$ cat src/rtl/sd_pkg.sv
// Shared constants and helpers for the sd_multi_order sigma-delta modulator.
package sd_pkg;

    localparam int unsigned MAX_W     = 128;
    localparam int unsigned SAT_CNT_W = 16;

    localparam logic [15:0] LFSR_SEED = 16'hACE1;
    // x^16+x^14+x^13+x^11+1 expressed as bit positions of a right-shifting register
    localparam logic [15:0] LFSR_TAPS = 16'h002D;

    function automatic logic [MAX_W-1:0] sat_max(input int unsigned width);
        return (MAX_W'(1) << (width - 1)) - MAX_W'(1);
    endfunction

    // Sign-extended most-negative value; slice to width to use.
    function automatic logic [MAX_W-1:0] sat_min(input int unsigned width);
        return ~sat_max(width);
    endfunction

    function automatic logic [MAX_W-1:0] fb_mag(input int unsigned shift);
        return MAX_W'(1) << shift;
    endfunction

endpackage

$ cat src/rtl/sd_sat_adder.sv
// Two's-complement saturating adder; clamp is high when the result was limited.
module sd_sat_adder
    import sd_pkg::*;
#(
    parameter int unsigned BITWIDTH = 40
) (
    input  logic signed [BITWIDTH-1:0] a,
    input  logic signed [BITWIDTH-1:0] b,
    output logic signed [BITWIDTH-1:0] sum,
    output logic                       clamp
);

    localparam logic [BITWIDTH-1:0] SAT_MAX = BITWIDTH'(sat_max(BITWIDTH));
    localparam logic [BITWIDTH-1:0] SAT_MIN = BITWIDTH'(sat_min(BITWIDTH));

    logic [BITWIDTH:0] full;

    always_comb begin
        full  = {a[BITWIDTH-1], a} + {b[BITWIDTH-1], b};
        sum   = full[BITWIDTH-1:0];
        clamp = 1'b0;
        // Overflow shows as disagreement between the guard bit and the result sign.
        if (full[BITWIDTH] != full[BITWIDTH-1]) begin
            clamp = 1'b1;
            sum   = full[BITWIDTH] ? SAT_MIN : SAT_MAX;
        end
    end

endmodule

$ cat src/rtl/sd_multi_order.sv
// First/second-order saturating sigma-delta modulator with req/ack coefficient select.
// Optional input dither is enabled by defining SD_MULTI_ORDER_DITHER_EN.
module sd_multi_order
    import sd_pkg::*;
#(
    parameter int unsigned         BITWIDTH = 40,
    parameter int unsigned         NUM_K    = 4,
    parameter int unsigned         SEL_W    = 2,
    parameter int unsigned         FB_SHIFT = 16,
    parameter logic [BITWIDTH-1:0] RESETVAL = '0
) (
    input  logic                      clk,
    input  logic                      reset,
    input  logic                      en,
    input  logic                      order2,
    input  logic [NUM_K*BITWIDTH-1:0] k_flat,
    input  logic [SEL_W-1:0]          sel,
    input  logic                      k_upd_req,
    output logic                      k_upd_ack,
    output logic                      sd_out,
    output logic                      sat_flag,
    output logic [SAT_CNT_W-1:0]      sat_cnt
);

    localparam logic signed [BITWIDTH-1:0] FB_POS = BITWIDTH'(fb_mag(FB_SHIFT));
    localparam logic signed [BITWIDTH-1:0] FB_NEG = -FB_POS;

    logic signed [BITWIDTH-1:0] acc1_q, acc2_q;
    logic [SEL_W-1:0]           idx_q;
    logic                       ack_q, sd_q, flag_q;
    logic [SAT_CNT_W-1:0]       cnt_q;

    logic [BITWIDTH-1:0]        k_words [NUM_K];
    logic signed [BITWIDTH-1:0] k_in, fb, s1a, acc1_n, s2a, acc2_n, q;
    logic [SEL_W-1:0]           sel_eff;
    logic                       c_k, c_1, c_f, c_2, clamp_any;

    always_comb begin
        for (int i = 0; i < NUM_K; i++) begin
            k_words[i] = k_flat[i*BITWIDTH +: BITWIDTH];
        end
    end

    always_comb begin
        sel_eff = sel;
        if (32'(sel) >= NUM_K) begin
            sel_eff = SEL_W'(NUM_K - 1);
        end
    end

`ifdef SD_MULTI_ORDER_DITHER_EN
    logic [15:0] lfsr_q;

    always_ff @(posedge clk or negedge reset) begin
        if (!reset) begin
            lfsr_q <= LFSR_SEED;
        end else if (en) begin
            lfsr_q <= {^(lfsr_q & LFSR_TAPS), lfsr_q[15:1]};
        end
    end

    assign k_in = k_words[idx_q] + (lfsr_q[0] ? BITWIDTH'(1) : {BITWIDTH{1'b1}});
`else
    assign k_in = k_words[idx_q];
`endif

    assign fb = sd_q ? FB_NEG : FB_POS;

    sd_sat_adder #(.BITWIDTH(BITWIDTH)) u_add_k (.a(k_in),   .b(fb),     .sum(s1a),    .clamp(c_k));
    sd_sat_adder #(.BITWIDTH(BITWIDTH)) u_add_1 (.a(s1a),    .b(acc1_q), .sum(acc1_n), .clamp(c_1));
    sd_sat_adder #(.BITWIDTH(BITWIDTH)) u_add_f (.a(acc1_q), .b(fb),     .sum(s2a),    .clamp(c_f));
    sd_sat_adder #(.BITWIDTH(BITWIDTH)) u_add_2 (.a(s2a),    .b(acc2_q), .sum(acc2_n), .clamp(c_2));

    // Stage-2 adders only count while the second-order path is actually in use.
    assign clamp_any = c_k | c_1 | (order2 & (c_f | c_2));
    assign q         = order2 ? acc2_q : acc1_q;

    always_ff @(posedge clk or negedge reset) begin
        if (!reset) begin
            idx_q <= '0;
            ack_q <= 1'b0;
        end else if (k_upd_req && !ack_q) begin
            idx_q <= sel_eff;
            ack_q <= 1'b1;
        end else if (!k_upd_req) begin
            ack_q <= 1'b0;
        end
    end

    always_ff @(posedge clk or negedge reset) begin
        if (!reset) begin
            acc1_q <= RESETVAL;
            acc2_q <= '0;
            sd_q   <= 1'b0;
            flag_q <= 1'b0;
            cnt_q  <= '0;
        end else if (en) begin
            acc1_q <= acc1_n;
            acc2_q <= order2 ? acc2_n : '0;
            sd_q   <= ~q[BITWIDTH-1];
            if (clamp_any) begin
                flag_q <= 1'b1;
                if (cnt_q != '1) begin
                    cnt_q <= cnt_q + 1'b1;
                end
            end
        end
    end

    assign k_upd_ack = ack_q;
    assign sd_out    = sd_q;
    assign sat_flag  = flag_q;
    assign sat_cnt   = cnt_q;

endmodule
$ cat config.mk
export PLATFORM = sky130hd
export DESIGN_NAME = sd_multi_order
export DESIGN_NICKNAME = d
export VERILOG_FILES = /design/src/rtl/sd_pkg.sv /design/src/rtl/sd_sat_adder.sv /design/src/rtl/sd_multi_order.sv
export SDC_FILE = /design/constraint.sdc
export NUM_CORES = 1
export LEC_CHECK = 0
export CORE_MARGIN = 1.5
export CORE_UTILIZATION = 23
export CTS_CLUSTER_SIZE = 28
export DETAILED_ROUTE_END_ITERATION = 7
export GPL_TIMING_DRIVEN = 1
export PLACE_DENSITY_LB_ADDON = 0.25
export SETUP_SLACK_MARGIN = 0.5
export SLEW_MARGIN = 10
export SYNTH_ARGS = -nofsm -noshare
export SYNTH_HDL_FRONTEND = slang
export SYNTH_HIERARCHICAL = 1
export SYNTH_SLANG_ARGS = --single-unit
$ cat constraint.sdc
create_clock -name clk -period 17.37 [get_ports clk]
set_input_delay 3.474 -clock clk [delete_from_list [all_inputs] [get_ports clk]]
set_output_delay 3.474 -clock clk [all_outputs]
set_load 0.02 [all_outputs]
==> results of run 1 <==
stage by stage:
step	setup WS, ns	hold slack, ns	cells	area [µm²]
after detailed placement	5.47	0.487	2998	19000
final	5.90	0.497	3014	19300
after CTS	5.87	0.508	3014	19300
after global placement	5.63	0.487	2998	19000
after global routing	5.36	0.524	3014	19300
after floorplan	7.38	0.502	1968	16400
kinds of logic (layout without fill, tap and decap cells):
family,Yosys count,after routing,synth area share (%)
simple gates,468,468,14.6
fa+ha+maj,286,286,21.2
compound gates,648,648,26.3
other cells,2,36,0.0462
flops,101,101,15.5
buf+inv,194,300,5.44
mux,88,88,8.83
xor+xnor,147,147,8.03
routing by layer:
| layer | routed length (µm) | share of wire, % | up-vias | global-route usage (%) |
|---|---|---|---|---|
| li1 | - | - | 7489 | - |
| met1 | 22300 | 48 | 6866 | 17.2 |
| met2 | 21600 | 47 | 274 | 21.5 |
| met3 | 1320 | 2.9 | 33 | 1.14 |
| met4 | 770 | 1.7 | 0 | 3.26 |
| met5 | 0 | 0 | - | 0 |
worst max path at each step:
stage                startpoint     endpoint  slack, ns  cells after the start
detailed placement  k_flat[137]  sat_cnt[13]       5.47                     27
global placement    k_flat[137]  sat_cnt[13]       5.63                     27
global route        k_flat[137]  sat_cnt[13]       5.36                     27
finish              k_flat[137]  sat_cnt[13]       5.90                     27
floorplan           k_flat[137]  sat_cnt[13]       7.38                     26
CTS                 k_flat[137]  sat_cnt[13]       5.87                     27
cells in the mapped netlist (5+ instances only):
master	instances
a221oi_1	5
a311oi_1	6
and3_1	27
buf_2	6
mux2_2	44
o21a_1	19
maj3_1	6
o211ai_1	13
or3_1	5
maj3_2	115
o31ai_1	18
buf_1	13
o21bai_1	14
a211oi_1	15
o22ai_1	8
a21boi_0	12
nor2b_1	17
xor2_1	46
clkbuf_1	63
a311o_1	6
xnor2_1	100
a211o_1	11
nand2_1	133
o21ai_0	138
inv_1	87
dfrtp_1	101
buf_6	16
a31oi_1	25
a21o_1	103
ha_1	161
a21oi_1	190
o21ai_1	10
nor3_1	25
and4_2	6
buf_4	7
nand2b_1	15
nand4_1	21
o311a_1	7
nor4_1	13
and2_1	7
nor2_1	87
mux4_2	40
nor3b_1	5
nand3_1	80
registers in the layout (all words and copies together), names as in the netlist:
register / cells
sat_flag: 1
sat_cnt: 16
sd_out: 1
acc1_q: 40
k_upd_ack: 1
acc2_q: 40
idx_q: 2
area by class of cell:
class	count	area, µm²	share of cell area, %
inverters	87	327	1.69
clock inverters	7	76.3	0.396
repair buffers	197	1940	10.0
clock buffers	9	225	1.17
flip-flops and latches	101	2530	13.1
multi-input cells	1673	13000	67.5
well taps	940	1180	6.10
critical path: cells and delay by family:
kind	cells	cell delay (ns)
XOR/XNOR	1	0.16
buffers and inverters	2	0.69
multiplexers	1	0.48
AND/OR/NAND/NOR	8	2.77
AO/OA/AOI/OAI	11	2.65
adder cells (fa/ha/maj)	4	1.48
==> metrics.csv, run 1 <==
metric,value,unit
rrSetupSlack,8.28,ns
layout.nets,2401,
hold_violations,0,
cts.sinks,101,
worst-setup-path-type,primary input to flip-flop,
antenna_found_initial,0,
rsz0062_at_grt,false,
hold_start,sat_flag,
drtIter0Drc,620,
grt_max_degree,82,
cp-end-kind,flip-flop,
cts_resized,0,
hold_buffers,0,
post_drt_wl_per_cell,15.3,µm
rows,97,
cts_tree,built,
final_cell_mix,"a21oi_1 (190), clkdlybuf4s50_1 (183), ha_1 (161)",
post_cts_buffers,0,
whs_path_depth,1,
gp_congestion,0.865,
drc_errors,0,
final_core_util,27.5,%
async_flop_share,100,%
drive_gt1_share,13.4,%
htreeDepth,3,
cp.required,17.64,ns
clk_pin_slew,0.08,ns
slew_violations,0,
avgViaCountPerCell,4.86,
synthTopCellsByArea,"dfrtp_1 (16%), ha_1 (12%), maj3_2 (8.0%), a21oi_1 (5.8%), mux4_2 (5.5%)",
finClkSkew,0.0142,ns
nFillCells,7503,
syn_area,16300,µm²
yosysSeqAreaShare,15.5,%
grt-ovfl-total,0,
start_util,23.2,%
synth-seq-cells,101,
slowest_stage,nor4b_1,
r2r-start,idx_q[0],
synth_top_area_share,15.5,%
cap_violations,0,
cts-buffers-inserted,9,
final_common_cell,a21oi_1,
critical_path_arrival,11.74,ns
n_antenna_cell,0,
worst_setup_path_start_kind,primary input,
die_w,269,µm
postRouteAntennaNets,0,
cts-root-buf,clkbuf_16,
ys.flop_type,dfrtp_1,
status,"finished, final reports clean",
grt_usage,12.7,%
clk_latency,0.38,ns
synthCells,1934,
synth-edff-count,0,
die-area,72300,µm²
area_growth,18.5,%
die_h,269,µm
portBuffers,185,
r2r_cells,27,
path_max_fanout,41,
route.vias.total,14700,
wirelength,46000,µm
min_path_type,flip-flop to flip-flop,
setup_tns,0,ns
synthDistinctLibCells,90,
max-slew-margin-rel,49.9,%
hold_path_end,sat_flag,
first_global_vias,14600,
drtPass1Iterations,4,
ioPinCount,186,
grt_pass1_wl,75600,µm
slowest_delay,0.66,ns
yosysWarnings,6,
dp_hpwl,37000,µm
cts_buffer_depth,2,
fin_crit,11.47,ns
fmax,87.2,MHz
timing.final.crit_share,66.1,%
r2r-end,sat_cnt[13],
tightest_slew,0.747,ns
yosysTopAreaCell,dfrtp_1,
syn_avg_cell_area,8.41,µm²
setup_viol,0,
core_area,70000,µm²
Power of run 1 is not shown: default switching activity piles up to over one toggle a cycle in this logic, so the estimate is an artifact.
==> inputs of run 2 (changes only) <==
clock period = 11 ns   (was 17.37 ns; I/O delays follow)
==> run 2 against run 1 <==
Non-clock buffer count rose by 4. Critical endpoint unchanged. Highest routed layer unchanged. Clock skew rose by 0.0028 ns. Clock-buffer cell count did not move.
==> metrics.csv, run 2 (synthesized netlist as in run 1, its figures left out) <==
metric,value,unit
cts-root-buf,clkbuf_16,
path_max_fanout,10,
route.vias.total,14800,
n_antenna_cell,0,
placed_cell_area,19000,µm²
hold_start,sat_cnt[15],
portBuffers,185,
layout.nets,2405,
die-area,72300,µm²
cp-end-kind,flip-flop,
drc_errors,0,
wirelength,46700,µm
r2r_cells,26,
cap_violations,0,
rsz0062_at_grt,false,
seqCellArea,2530,µm²
r2r-end,sat_cnt[13],
grt_pass1_wl,75700,µm
start_util,23.2,%
cts_tree,built,
core_area,70000,µm²
clk_pin_slew,0.08,ns
post_cts_buffers,0,
nFillCells,7542,
r2r-start,idx_q[0],
hold_buffers,0,
die_w,269,µm
timing.final.crit_share,87.8,%
grt_usage,12.8,%
final_common_cell,a21oi_1,
drtPass1Iterations,5,
fin_crit,9.66,ns
area_growth,18.7,%
timing.hold.ws,0.494,ns
final_cell_mix,"a21oi_1 (190), clkdlybuf4s50_1 (183), ha_1 (161)",
clk_latency,0.39,ns
hold_violations,0,
gp_congestion,0.867,
post_drt_wl_per_cell,15.5,µm
hold_path_end,sat_cnt[15],
finalInstanceArea,19300,µm²
fmax,104,MHz
post-place-cells,3002,
whs_path_depth,1,
finClkSkew,0.0170,ns
worst_setup_path_start_kind,primary input,
grt-ovfl-total,0,
htreeDepth,3,
die_h,269,µm
grt_max_degree,82,
status,"finished, final reports clean",
first_global_vias,14600,
dp_hpwl,37900,µm
postRouteAntennaNets,0,
drtIter0Drc,684,
rrSetupSlack,2.43,ns
setup_tns,0,ns
multi_input_area,13000,µm²
cts-buffers-inserted,9,
final_cells,3018,
rows,97,
antenna_found_initial,0,
critical_path_arrival,9.94,ns
max-slew-margin-rel,48.1,%
cts.sinks,101,
worst-setup-path-type,primary input to flip-flop,
avgViaCountPerCell,4.91,
min_path_type,flip-flop to flip-flop,
slew_violations,0,
drive_gt1_share,13.6,%
cp.required,11.28,ns
setup_viol,0,
cts_resized,0,
ioPinCount,186,
cts_buffer_depth,2,
tightest_slew,0.778,ns
-- run 2: worst max path at each step --
stage          cells after the start     endpoint  slack [ns]        start
2_1_floorplan                     26  sat_cnt[13]        2.28  k_flat[137]
3_3_place_gp                      26  sat_cnt[13]        0.99  k_flat[137]
3_5_place_dp                      26  sat_cnt[13]        0.96  k_flat[137]
4_1_cts                           26  sat_cnt[13]        1.35  k_flat[137]
5_1_grt                           26  sat_cnt[13]        1.00   k_flat[57]
6_report                          26  sat_cnt[13]        1.34  k_flat[137]
-- run 2: layer usage --
layer / vias to the layer above / part of all wire, % / track usage [%]
li1: 7515 / - / -
met1: 7044 / 49 / 17.4
met2: 234 / 47 / 21.7
met3: 39 / 2.3 / 0.995
met4: 0 / 1.7 / 3.40
met5: - / 0 / 0
-- run 2: critical path: stages --
cell             delay (ns)
clkdlybuf4s50_1        0.39
mux4_2                 0.47
ha_1                   0.38
a21o_1                 0.20
a311o_1                0.27
a221o_1                0.36
or3_4                  0.41
o22a_4                 0.21
a41oi_4                0.26
a211oi_4               0.17
maj3_1                 0.39
ha_1                   0.25
fa_1                   0.42
a21o_1                 0.24
a221oi_4               0.34
nor3_2                 0.11
nor4_4                 0.37
o2bb2ai_1              0.15
or3_1                  0.38
a31o_1                 0.45
nor2_8                 0.16
nand2b_1               0.14
o31ai_2                0.13
nor4b_1                0.71
nand4_1                0.20
xnor2_1                0.15
-- run 2: final cells by class --
class / instances / share of cell area (%)
clock buffers: 9 / 1.17
clock inverters: 7 / 0.440
inverters: 87 / 1.69
multi-input cells: 1673 / 67.3
flip-flops and latches: 101 / 13.1
well taps: 940 / 6.09
repair buffers: 201 / 10.2
-- run 2: metrics by stage --
stage	setup WS, ns	util, %
2_1_floorplan	2.28	-
3_3_place_gp	0.989	27.1
3_5_place_dp	0.955	27.1
4_1_cts	1.35	27.6
5_1_grt	1.00	27.6
6_report	1.34	27.6
Power of run 2 is left out for the same reason.
==> inputs of run 3 (changes only) <==
RECOVER_POWER = 50   (was not set)
==> run 3 against run 2 <==
The run now ends with max-capacitance violations, max-slew violations left. Critical path depth did not move. Non-clock buffer count did not move. Flip-flop and latch count is the same. Register-to-register slack is essentially flat. Via count up 0.28%. Global-route usage unchanged. Largest cell class unchanged. Worst hold slack got worse by 0.0059 ns. Routed wire length down 0.11%. First-iteration DRC count grew 1.2%. Critical endpoint unchanged. Maximum frequency hardly changed. Sequential share of layout area is essentially flat.
==> metrics.csv, run 3 (synthesized netlist as in run 1, its figures left out) <==
metric,value,unit
status,"finished, violations left",
violations,"max-capacitance violations, max-slew violations",
cp-end-kind,flip-flop,
core_area,70000,µm²
postRouteAntennaNets,0,
cts_resized,0,
layout.nets,2405,
slew_violations,186,
cts_buffer_depth,2,
htreeDepth,3,
cp_num_buf_inv,1,
gp_congestion,0.867,
area_growth,18.7,%
cp.required,11.28,ns
route.vias.total,14900,
slowest_delay,0.71,ns
cts.sinks,101,
antenna_found_initial,0,
die_h,269,µm
clk_latency,0.39,ns
start_util,23.2,%
drive_gt1_share,13.4,%
path_max_fanout,10,
hold_violations,0,
post_cts_buffers,0,
fin_crit,9.65,ns
n_antenna_cell,0,
grt_pass1_wl,75700,µm
whs_path_depth,1,
post_drt_wl_per_cell,15.5,µm
dp_hpwl,37900,µm
slowest_stage,nor4b_1,
wirelength,46600,µm
avgViaCountPerCell,4.93,
hold_buffers,0,
tightest_slew,3.22,ns
final_cell_mix,"a21oi_1 (190), clkdlybuf4s50_1 (177), ha_1 (161)",
grt-ovfl-total,0,
portBuffers,185,
final_common_cell,a21oi_1,
die_w,269,µm
cp_num_cells,26,
min_path_type,flip-flop to flip-flop,
clk_pin_slew,0.08,ns
drtPass1Iterations,5,
grt_max_degree,82,
worst-setup-path-type,primary input to flip-flop,
cts-buffers-inserted,9,
critical_path_arrival,9.93,ns
cap_violations,3,
cts-root-buf,clkbuf_16,
first_global_vias,14600,
drtIter0Drc,692,
die-area,72300,µm²
rsz0062_at_grt,false,
drc_errors,0,
max-slew-margin-rel,-114,%
ioPinCount,186,
worst_setup_path_start_kind,primary input,
rows,97,
cts_tree,built,
timing.final.crit_share,87.8,%
r2r_cells,26,
finClkSkew,0.0165,ns
setup_tns,0,ns
fmax,104,MHz
cp_top_family,compound AO/OA/AOI/OAI gates,
grt_usage,12.8,%
setup_viol,0,
## run 3: through the flow
step	cells	cell area [µm²]	hold slack (ns)	worst slack [ns]	util [%]
2_1_floorplan	1968	16400	0.502	2.28	-
3_3_place_gp	3002	19000	0.484	0.989	27.1
3_5_place_dp	3002	19000	0.474	0.955	27.1
4_1_cts	3018	19300	0.498	1.35	27.6
5_1_grt	3018	19300	0.506	1.00	27.6
6_report	3018	19300	0.489	1.35	27.6
## run 3: path summary, 6_finish.rpt
kind	to	from	slack, ns
worst max-delay path	sat_cnt[13]	k_flat[137]	1.35
worst min-delay path	sat_flag	sat_flag	0.49
worst max register to register	sat_cnt[13]	idx_q[0]	2.44
worst min register to register	sat_flag	sat_flag	0.49
max in group asynchronous	idx_q[0]	reset	4.17
min in group asynchronous	acc2_q[36]	reset	2.58
## run 3: metal layers
layer  track usage, %  vias to the layer above  wire length [µm]
li1                 -                     7513                 -
met1             17.4                     7064             22700
met2             21.7                      257             21900
met3            0.995                       39              1260
met4             3.40                        0               795
met5                0                        -                 0
## run 3: cell type report
type,instances,area [µm²]
Inverter,87,327
Multi-Input combinational cell,1673,13000
Fill cell,7542,50700
Sequential cell,101,2530
Clock buffer,9,225
Clock inverter,7,85.1
Timing Repair Buffer,201,1960
Tap cell,940,1180
Power of run 3 is left out for the same reason.
